File: src/rtl/key_schedule.sv
// RC4 key-scheduling stage: fills the shared S memory with the identity
// permutation, then performs the 256 KSA swaps using a 3-byte secret key.
module key_schedule (
  input  logic        clk,
  input  logic        reset,
  input  logic        start,
  input  logic [23:0] secret_key,
  input  logic [7:0]  q_data,
  output logic        finish,
  output logic        ksa_mem_handler,
  output logic [7:0]  address,
  output logic [7:0]  data,
  output logic        wen
);

  typedef enum logic [3:0] {
    IDLE, INIT, READ_I, WAIT_I, READ_J, WAIT_J, WRITE_I, WRITE_J, DONE
  } state_t;

  state_t      state_q, state_d;
  logic [7:0]  i_q, i_d;
  logic [7:0]  j_q, j_d;
  logic [1:0]  kidx_q, kidx_d;
  logic [7:0]  si_q, si_d;
  logic [7:0]  sj_q, sj_d;

  // Byte 0 of the key is the most significant byte.
  function automatic logic [7:0] key_byte(input logic [23:0] key,
                                          input logic [1:0]  idx);
    case (idx)
      2'd0:    key_byte = key[23:16];
      2'd1:    key_byte = key[15:8];
      default: key_byte = key[7:0];
    endcase
  endfunction

  always_ff @(posedge clk) begin
    if (reset) begin
      state_q <= IDLE;
      i_q     <= 8'd0;
      j_q     <= 8'd0;
      kidx_q  <= 2'd0;
      si_q    <= 8'd0;
      sj_q    <= 8'd0;
    end else begin
      state_q <= state_d;
      i_q     <= i_d;
      j_q     <= j_d;
      kidx_q  <= kidx_d;
      si_q    <= si_d;
      sj_q    <= sj_d;
    end
  end

  always_comb begin
    state_d = state_q;
    i_d     = i_q;
    j_d     = j_q;
    kidx_d  = kidx_q;
    si_d    = si_q;
    sj_d    = sj_q;
    case (state_q)
      IDLE: begin
        if (start) begin
          state_d = INIT;
          i_d     = 8'd0;
          j_d     = 8'd0;
          kidx_d  = 2'd0;
        end
      end
      INIT: begin
        // i wraps from 255 back to 0, ready for the first swap iteration.
        i_d = i_q + 8'd1;
        if (i_q == 8'hFF) state_d = READ_I;
      end
      READ_I: state_d = WAIT_I;
      WAIT_I: begin
        si_d    = q_data;
        j_d     = j_q + q_data + key_byte(secret_key, kidx_q);
        state_d = READ_J;
      end
      READ_J: state_d = WAIT_J;
      WAIT_J: begin
        sj_d    = q_data;
        state_d = WRITE_I;
      end
      WRITE_I: state_d = WRITE_J;
      WRITE_J: begin
        if (i_q == 8'hFF) begin
          state_d = DONE;
        end else begin
          i_d     = i_q + 8'd1;
          kidx_d  = (kidx_q == 2'd2) ? 2'd0 : kidx_q + 2'd1;
          state_d = READ_I;
        end
      end
      DONE: begin
        if (!start) state_d = IDLE;
      end
      default: state_d = IDLE;
    endcase
  end

  always_comb begin
    finish          = 1'b0;
    ksa_mem_handler = 1'b0;
    address         = 8'd0;
    data            = 8'd0;
    wen             = 1'b0;
    case (state_q)
      INIT: begin
        ksa_mem_handler = 1'b1;
        address         = i_q;
        data            = i_q;
        wen             = 1'b1;
      end
      READ_I, WAIT_I: begin
        ksa_mem_handler = 1'b1;
        address         = i_q;
      end
      READ_J, WAIT_J: begin
        ksa_mem_handler = 1'b1;
        address         = j_q;
      end
      WRITE_I: begin
        ksa_mem_handler = 1'b1;
        address         = i_q;
        data            = sj_q;
        wen             = 1'b1;
      end
      WRITE_J: begin
        ksa_mem_handler = 1'b1;
        address         = j_q;
        data            = si_q;
        wen             = 1'b1;
      end
      DONE:    finish = 1'b1;
      default: ;
    endcase
  end

endmodule

File: config.mk
export PLATFORM = sky130hd
export DESIGN_NAME = key_schedule
export DESIGN_NICKNAME = d
export VERILOG_FILES = /design/src/rtl/key_schedule.sv
export SDC_FILE = /design/constraint.sdc
export NUM_CORES = 1
export LEC_CHECK = 0
export ABC_AREA = 1
export CORE_MARGIN = 2
export CORE_UTILIZATION = 26
export DETAILED_ROUTE_END_ITERATION = 16
export PLACE_DENSITY_LB_ADDON = 0.15
export SYNTH_ARGS = -nofsm -noshare
export SYNTH_HDL_FRONTEND = slang
export SYNTH_SLANG_ARGS = --single-unit
File: constraint.sdc
create_clock -name clk -period 3 [get_ports clk]
set_input_delay 0.6 -clock clk [delete_from_list [all_inputs] [get_ports clk]]
set_output_delay 0.6 -clock clk [all_outputs]
set_load 0.01 [all_outputs]
Word-level counts from Yosys, hierarchy flattened
Index checks and enable logic that the tools add are counted.
{"block": "classes", "n_mux": 20, "n_reduce_logical": 13, "n_eq_ne": 15, "n_addsub": 4}
{"cell": "one-hot mux 8 bit (2 select lines)", "n": 3}
{"cell": "one-hot mux 8 bit (3 select lines)", "n": 2}
{"cell": "one-hot mux 4 bit (9 select lines)", "n": 1}
{"cell": "two-way mux 8 bit", "n": 3}
{"cell": "adder 8 bit", "n": 2}
{"cell": "equality test 4 x 3 -> 1 bit (second input constant)", "n": 4}
{"cell": "two-way mux 4 bit", "n": 4}
{"cell": "AND reduction 3 bit", "n": 3}
{"cell": "adder 8 x 1 -> 8 bit (second input constant)", "n": 1}
{"cell": "equality test 4 x 2 -> 1 bit (second input constant)", "n": 2}
{"cell": "equality test 8 bit (second input constant)", "n": 1}
{"cell": "inequality test 2 bit (second input constant)", "n": 4}
{"cell": "OR reduction 7 bit", "n": 1}
{"cell": "two-way mux 2 bit", "n": 3}
{"cell": "OR reduction 3 bit", "n": 2}
{"cell": "equality test 4 x 1 -> 1 bit (second input constant)", "n": 1}
{"cell": "equality test 4 bit (second input constant)", "n": 1}
{"cell": "zero test 4 bit", "n": 1}
{"cell": "one-hot mux 2 bit (2 select lines)", "n": 1}
{"cell": "nonzero test 2 bit", "n": 2}
{"cell": "OR reduction 4 bit", "n": 1}
{"cell": "two-way mux 1 bit", "n": 3}
{"cell": "nonzero test 3 bit", "n": 1}
{"cell": "adder 2 x 1 -> 2 bit (second input constant)", "n": 1}
{"cell": "4 further kinds", "n": 4}
{"block": "word_totals", "regBits": 38, "output_inout_bits": 19, "elab_cells": 58}

Depth between registers and ports, before layout
{"block": "depth", "depth_word": 5, "ltp_mapped": 16}

Worst setup path after synthesis
Ideal clock, no wire load.
{"block": "synth_path", "path_kind": "flip-flop to flip-flop", "startpoint": "register kidx_q[1]", "endpoint": "register j_q[7]", "required_time_ps": 2868, "path_stages_with_launch": 16, "path_buffers": 1, "setup_slack_ps": 484, "arrival_ps": 2384, "path_cell_list": "dfxtp_1 > buf_2 > nor2_1 > a221o_1 > o21ai_0 > fa_1 > inv_1 > ha_1 > nand2_1 > inv_1 > nand2_1 > nand2_1 > nor2_1 > nand3_1 > nand3_1 > a21oi_1"}
{"block": "synth_between", "elab_chain_cells": 5, "word_cells_on_any_way": 6}
{"element": "start: declaration", "line": "23", "rtl": "logic [1:0] kidx_q, kidx_d;"}
{"element": "start signal: assignment", "line": "49", "rtl": "kidx_q <= kidx_d;"}
{"element": "equality test 2 x 1 -> 1 bit or zero test 2 bit (tied branches)", "line": "30", "rtl": "case (idx)"}
{"element": "one-hot mux 8 bit (2 select lines) (*)", "line": "30"}
{"element": "two-way mux 8 bit (*)", "line": "62", "rtl": "case (state_q)"}
{"element": "adder 8 bit (*)", "line": "79", "rtl": "j_d = j_q + q_data + key_byte(secret_key, kidx_q);"}
{"element": "one-hot mux 8 bit (2 select lines) (*)", "line": "62"}
{"element": "end signal: assignment", "line": "48", "rtl": "j_q <= j_d;"}
{"element": "end: declaration", "line": "22", "rtl": "logic [7:0] j_q, j_d;"}
Every way passes the cells marked *; elsewhere a longest branch is shown, timed or not. The select of a mux whose other input is x is not followed.
A chain may end at the register's enable or synchronous reset.

Final worst setup path
{"block": "layout_path", "startpoint": "register state_q[0]", "endpoint": "output data[5]"}
{"block": "layout_between", "elab_chain_cells": 2, "word_cells_on_any_way": 4}
{"element": "start: declaration", "line": "20", "rtl": "state_t state_q, state_d;"}
{"element": "start signal: assignment", "line": "46", "rtl": "state_q <= state_d;"}
{"element": "equality test 4 x 3 -> 1 bit or equality test 4 x 1 -> 1 bit (tied branches)", "line": "110", "rtl": "case (state_q)"}
{"element": "one-hot mux 8 bit (3 select lines) (*)", "line": "110"}
{"element": "end: declaration", "line": "12", "rtl": "output logic [7:0] data,"}
Every way passes the cells marked *; elsewhere a longest branch is shown, timed or not.

==> flow_metrics.env <==
export IMPL_run_status="finished, final reports clean"
export IMPL_drt_iter0_drc=93
export IMPL_diodes=0
export IMPL_ios=54
export IMPL_slew_headroom=0.608
export IMPL_period_share=0.932
export IMPL_required_ps=2400
export IMPL_cts_setup_buffers=0
export IMPL_synth_top_area_share=0.304
export IMPL_fp_dieW_microns=102
export IMPL_endpoint_kind="output pin"
export IMPL_synth_area_per_cell_sq_um=6.75
export IMPL_grt_pass1_wl_mm=12.4
export IMPL_synthTopCellsByCount="nand2_1 (99), nor2_1 (40), dfxtp_1 (38)"
export IMPL_worst_path_max_delay_cell="clkdlybuf4s50_1"
export IMPL_tightestPinTransition_ps=587
export IMPL_drc=0
export IMPL_multi_input_area_sq_um=1550
export IMPL_ant_nets=0
export IMPL_grt_max_degree=20
export IMPL_yosys_top_cells_area="dfxtp_1 (30%), nand2_1 (15%), fa_1 (6.4%), nand3_1 (6.0%), nor2_1 (6.0%)"
export IMPL_drv_slew=0
export IMPL_synth_most_common_cell="nand2_1"
export IMPL_cp_top_family="buffers and inverters"
export IMPL_dp_hpwl_mm=5.84
export IMPL_worst_skew_pair_late_latency_ps=290
export IMPL_synth_edf_count=0
export IMPL_r2r_cells=15
export IMPL_layout_nets=477
export IMPL_maxCapViolCount=0
export IMPL_path_class="reg -> out"
export IMPL_critPathBufInv=2
export IMPL_synthFlopType="dfxtp_1"
export IMPL_grt_overflow=0
export IMPL_hold_buffers=0
export IMPL_fmaxAchievable_mhz=358
export IMPL_cp_cell_sequence="inv_2, nor2_2, nand2_1, o211ai_1, clkdlybuf4s50_1"
export IMPL_n_fill_cell=1045
export IMPL_vias_per_cell=4.59
export IMPL_cts_tree="built"
export IMPL_synthesis_area_sq_um=2500
export IMPL_final_area_sq_um=3300
export IMPL_synth_cell_types=33
export IMPL_async_reset_ff_frac=0
export IMPL_register_area_sq_um=761
export IMPL_cp_max_fo=11
export IMPL_die_y_microns=102
export IMPL_placed_area_sq_um=3190
export IMPL_area_growth_pct=31.8
export IMPL_globalplace_congestion=0.846
export IMPL_final_layout_size_suffix_gt1_frac=0.0935
export IMPL_vdd_drop_max_v=0.000212
export IMPL_tns_ps=0
export IMPL_hp_class="reg -> reg"
export IMPL_core_sq_um=9280
export IMPL_worstHoldPathCells=2
export IMPL_yosys_warnings=0
export IMPL_yosysSeqAreaShare=0.304
export IMPL_dr_total_vias=2557
export IMPL_die_area_sq_um=10400
export IMPL_clock_sinks=38
export IMPL_rsz0062_at_grt="false"
export IMPL_initial_core_util=0.270
export IMPL_placementRows=35
export IMPL_synth_top_cell_by_area="dfxtp_1"
export IMPL_antenna_found_initial=0
export IMPL_grt_util_all_layers=0.152
export IMPL_p_per_area_nw_per_um2=560
export IMPL_leakagePower_nw=1.33
export IMPL_path_depth=5
export IMPL_cts_buffers=5
export IMPL_synthesis_nets=421
export IMPL_firstDrtPassIters=4
export IMPL_cts_root_buf="clkbuf_8"
export IMPL_port_buffers=53
export IMPL_slowest_delay_ps=590
export IMPL_finalWirelength_mm=7.47
export IMPL_wire_per_inst_microns=13.4
export IMPL_h_tree_depth=2
export IMPL_synth_cells=371
export IMPL_cts_buffer_depth=2
export IMPL_cp_start_kind="flip-flop"
export IMPL_min_period_ps=2800
export IMPL_hold_viol_final=0
export IMPL_post_cts_resized=0
export IMPL_worstPathArrival_ps=2200
export IMPL_clk_pin_slew_ps=80
export IMPL_setup_viol=0
export IMPL_clock_skew_ps=5.22
export IMPL_grt_pass1_vias=2513
export IMPL_synth_seq_cells=38
## per-stage QoR
stage | utilization | instances | total power, W | setup WS (ps) | hold WS, ps
2_1_floorplan | - | 371 | 0.00117 | 484 | 444
3_3_place_gp | 0.343 | 549 | 0.00141 | 37.3 | 461
3_5_place_dp | 0.343 | 549 | 0.00142 | -12.0 | 460
4_1_cts | 0.355 | 557 | 0.00187 | 187 | 472
5_1_grt | 0.355 | 557 | 0.00202 | 34.3 | 504
6_report | 0.355 | 557 | 0.00185 | 204 | 470
## state kept, by name, indices dropped and copies added (netlist names)
| name | flops |
|---|---|
| j_q | 8 |
| i_q | 8 |
| state_q | 4 |
| sj_q | 8 |
| si_q | 8 |
| kidx_q | 2 |
## final cells by class
class,count,share of cell area
clock buffer,5,0.0209
clock inverter,3,0.0137
inverter,41,0.0466
multi-input combinational,284,0.469
sequential,38,0.231
tap,129,0.0489
timing repair buffer,57,0.170
## metal layers
metal / GRT usage / routed length, microns / vias up
met5: 0 / 0 / -
met3: 0.0280 / 372 / 4
met2: 0.246 / 3290 / 62
li1: - / - / 1327
met1: 0.213 / 3790 / 1164
met4: 0.0277 / 16 / 0
## cell usage in the layout (no fill, tap or decap), types with 2 or more instances in the layout
master	synthesis	layout
a211oi_1	2	2
a21oi_1	24	24
buf_4	1	4
clkbuf_8	0	5
clkdlybuf4s50_1	0	53
clkinvlp_4	0	2
dfxtp_1	38	38
fa_1	8	8
ha_1	7	7
inv_1	32	32
inv_2	9	9
nand2_1	99	99
nand2_2	5	5
nand2_4	3	3
nand3_1	30	30
nand3b_1	2	2
nand4_1	5	5
nor2_1	40	40
nor2_2	4	4
nor2_4	3	3
nor3_1	5	5
o211ai_1	8	8
o21ai_0	24	24
o22ai_1	4	4
or2_2	2	2
xor2_1	2	2
## report_power, final
part / switching (W) / internal (W) / leakage [nW] / total [W]
sequential: 0.0000361 / 0.000544 / 0.307 / 0.000580
clock: 0.000202 / 0.000248 / 0.0504 / 0.000449
combinational: 0.000494 / 0.000325 / 0.972 / 0.000819
## cell families (layout without fill, tap and decap cells)
family                   after synthesis  count (layout)  share of synthesized area
AO/OA/AOI/OAI                         67              67                      0.153
XOR/XNOR                               3               3                     0.0105
adder cells (fa/ha/maj)               15              15                     0.0990
buffers and inverters                 49             106                     0.0770
flip-flops                            38              38                      0.304
AND/OR/NAND/NOR                      199             199                      0.356
## worst paths after layout
path | slack, ps | startpoint | endpoint
worst min register to register | 470 | j_q[6] | j_q[6]
worst min-delay path | 470 | j_q[6] | j_q[6]
worst max register to register | 350 | kidx_q[0] | j_q[7]
worst max-delay path | 200 | state_q[0] | data[5]
## worst reg2reg max path, cell delays in order, from the launching register on
cell	delay (ps)
dfxtp_1	340
nor2_2	360
a221o_1	220
o21ai_0	120
fa_1	510
inv_1	40
ha_1	330
nand2_1	100
inv_1	40
nand2_1	50
nand2_1	40
nor2_1	120
inv_1	50
nand2_1	60
nand3_1	60
a21oi_1	130
No activity file was read; power rests on OpenSTA's default activity.
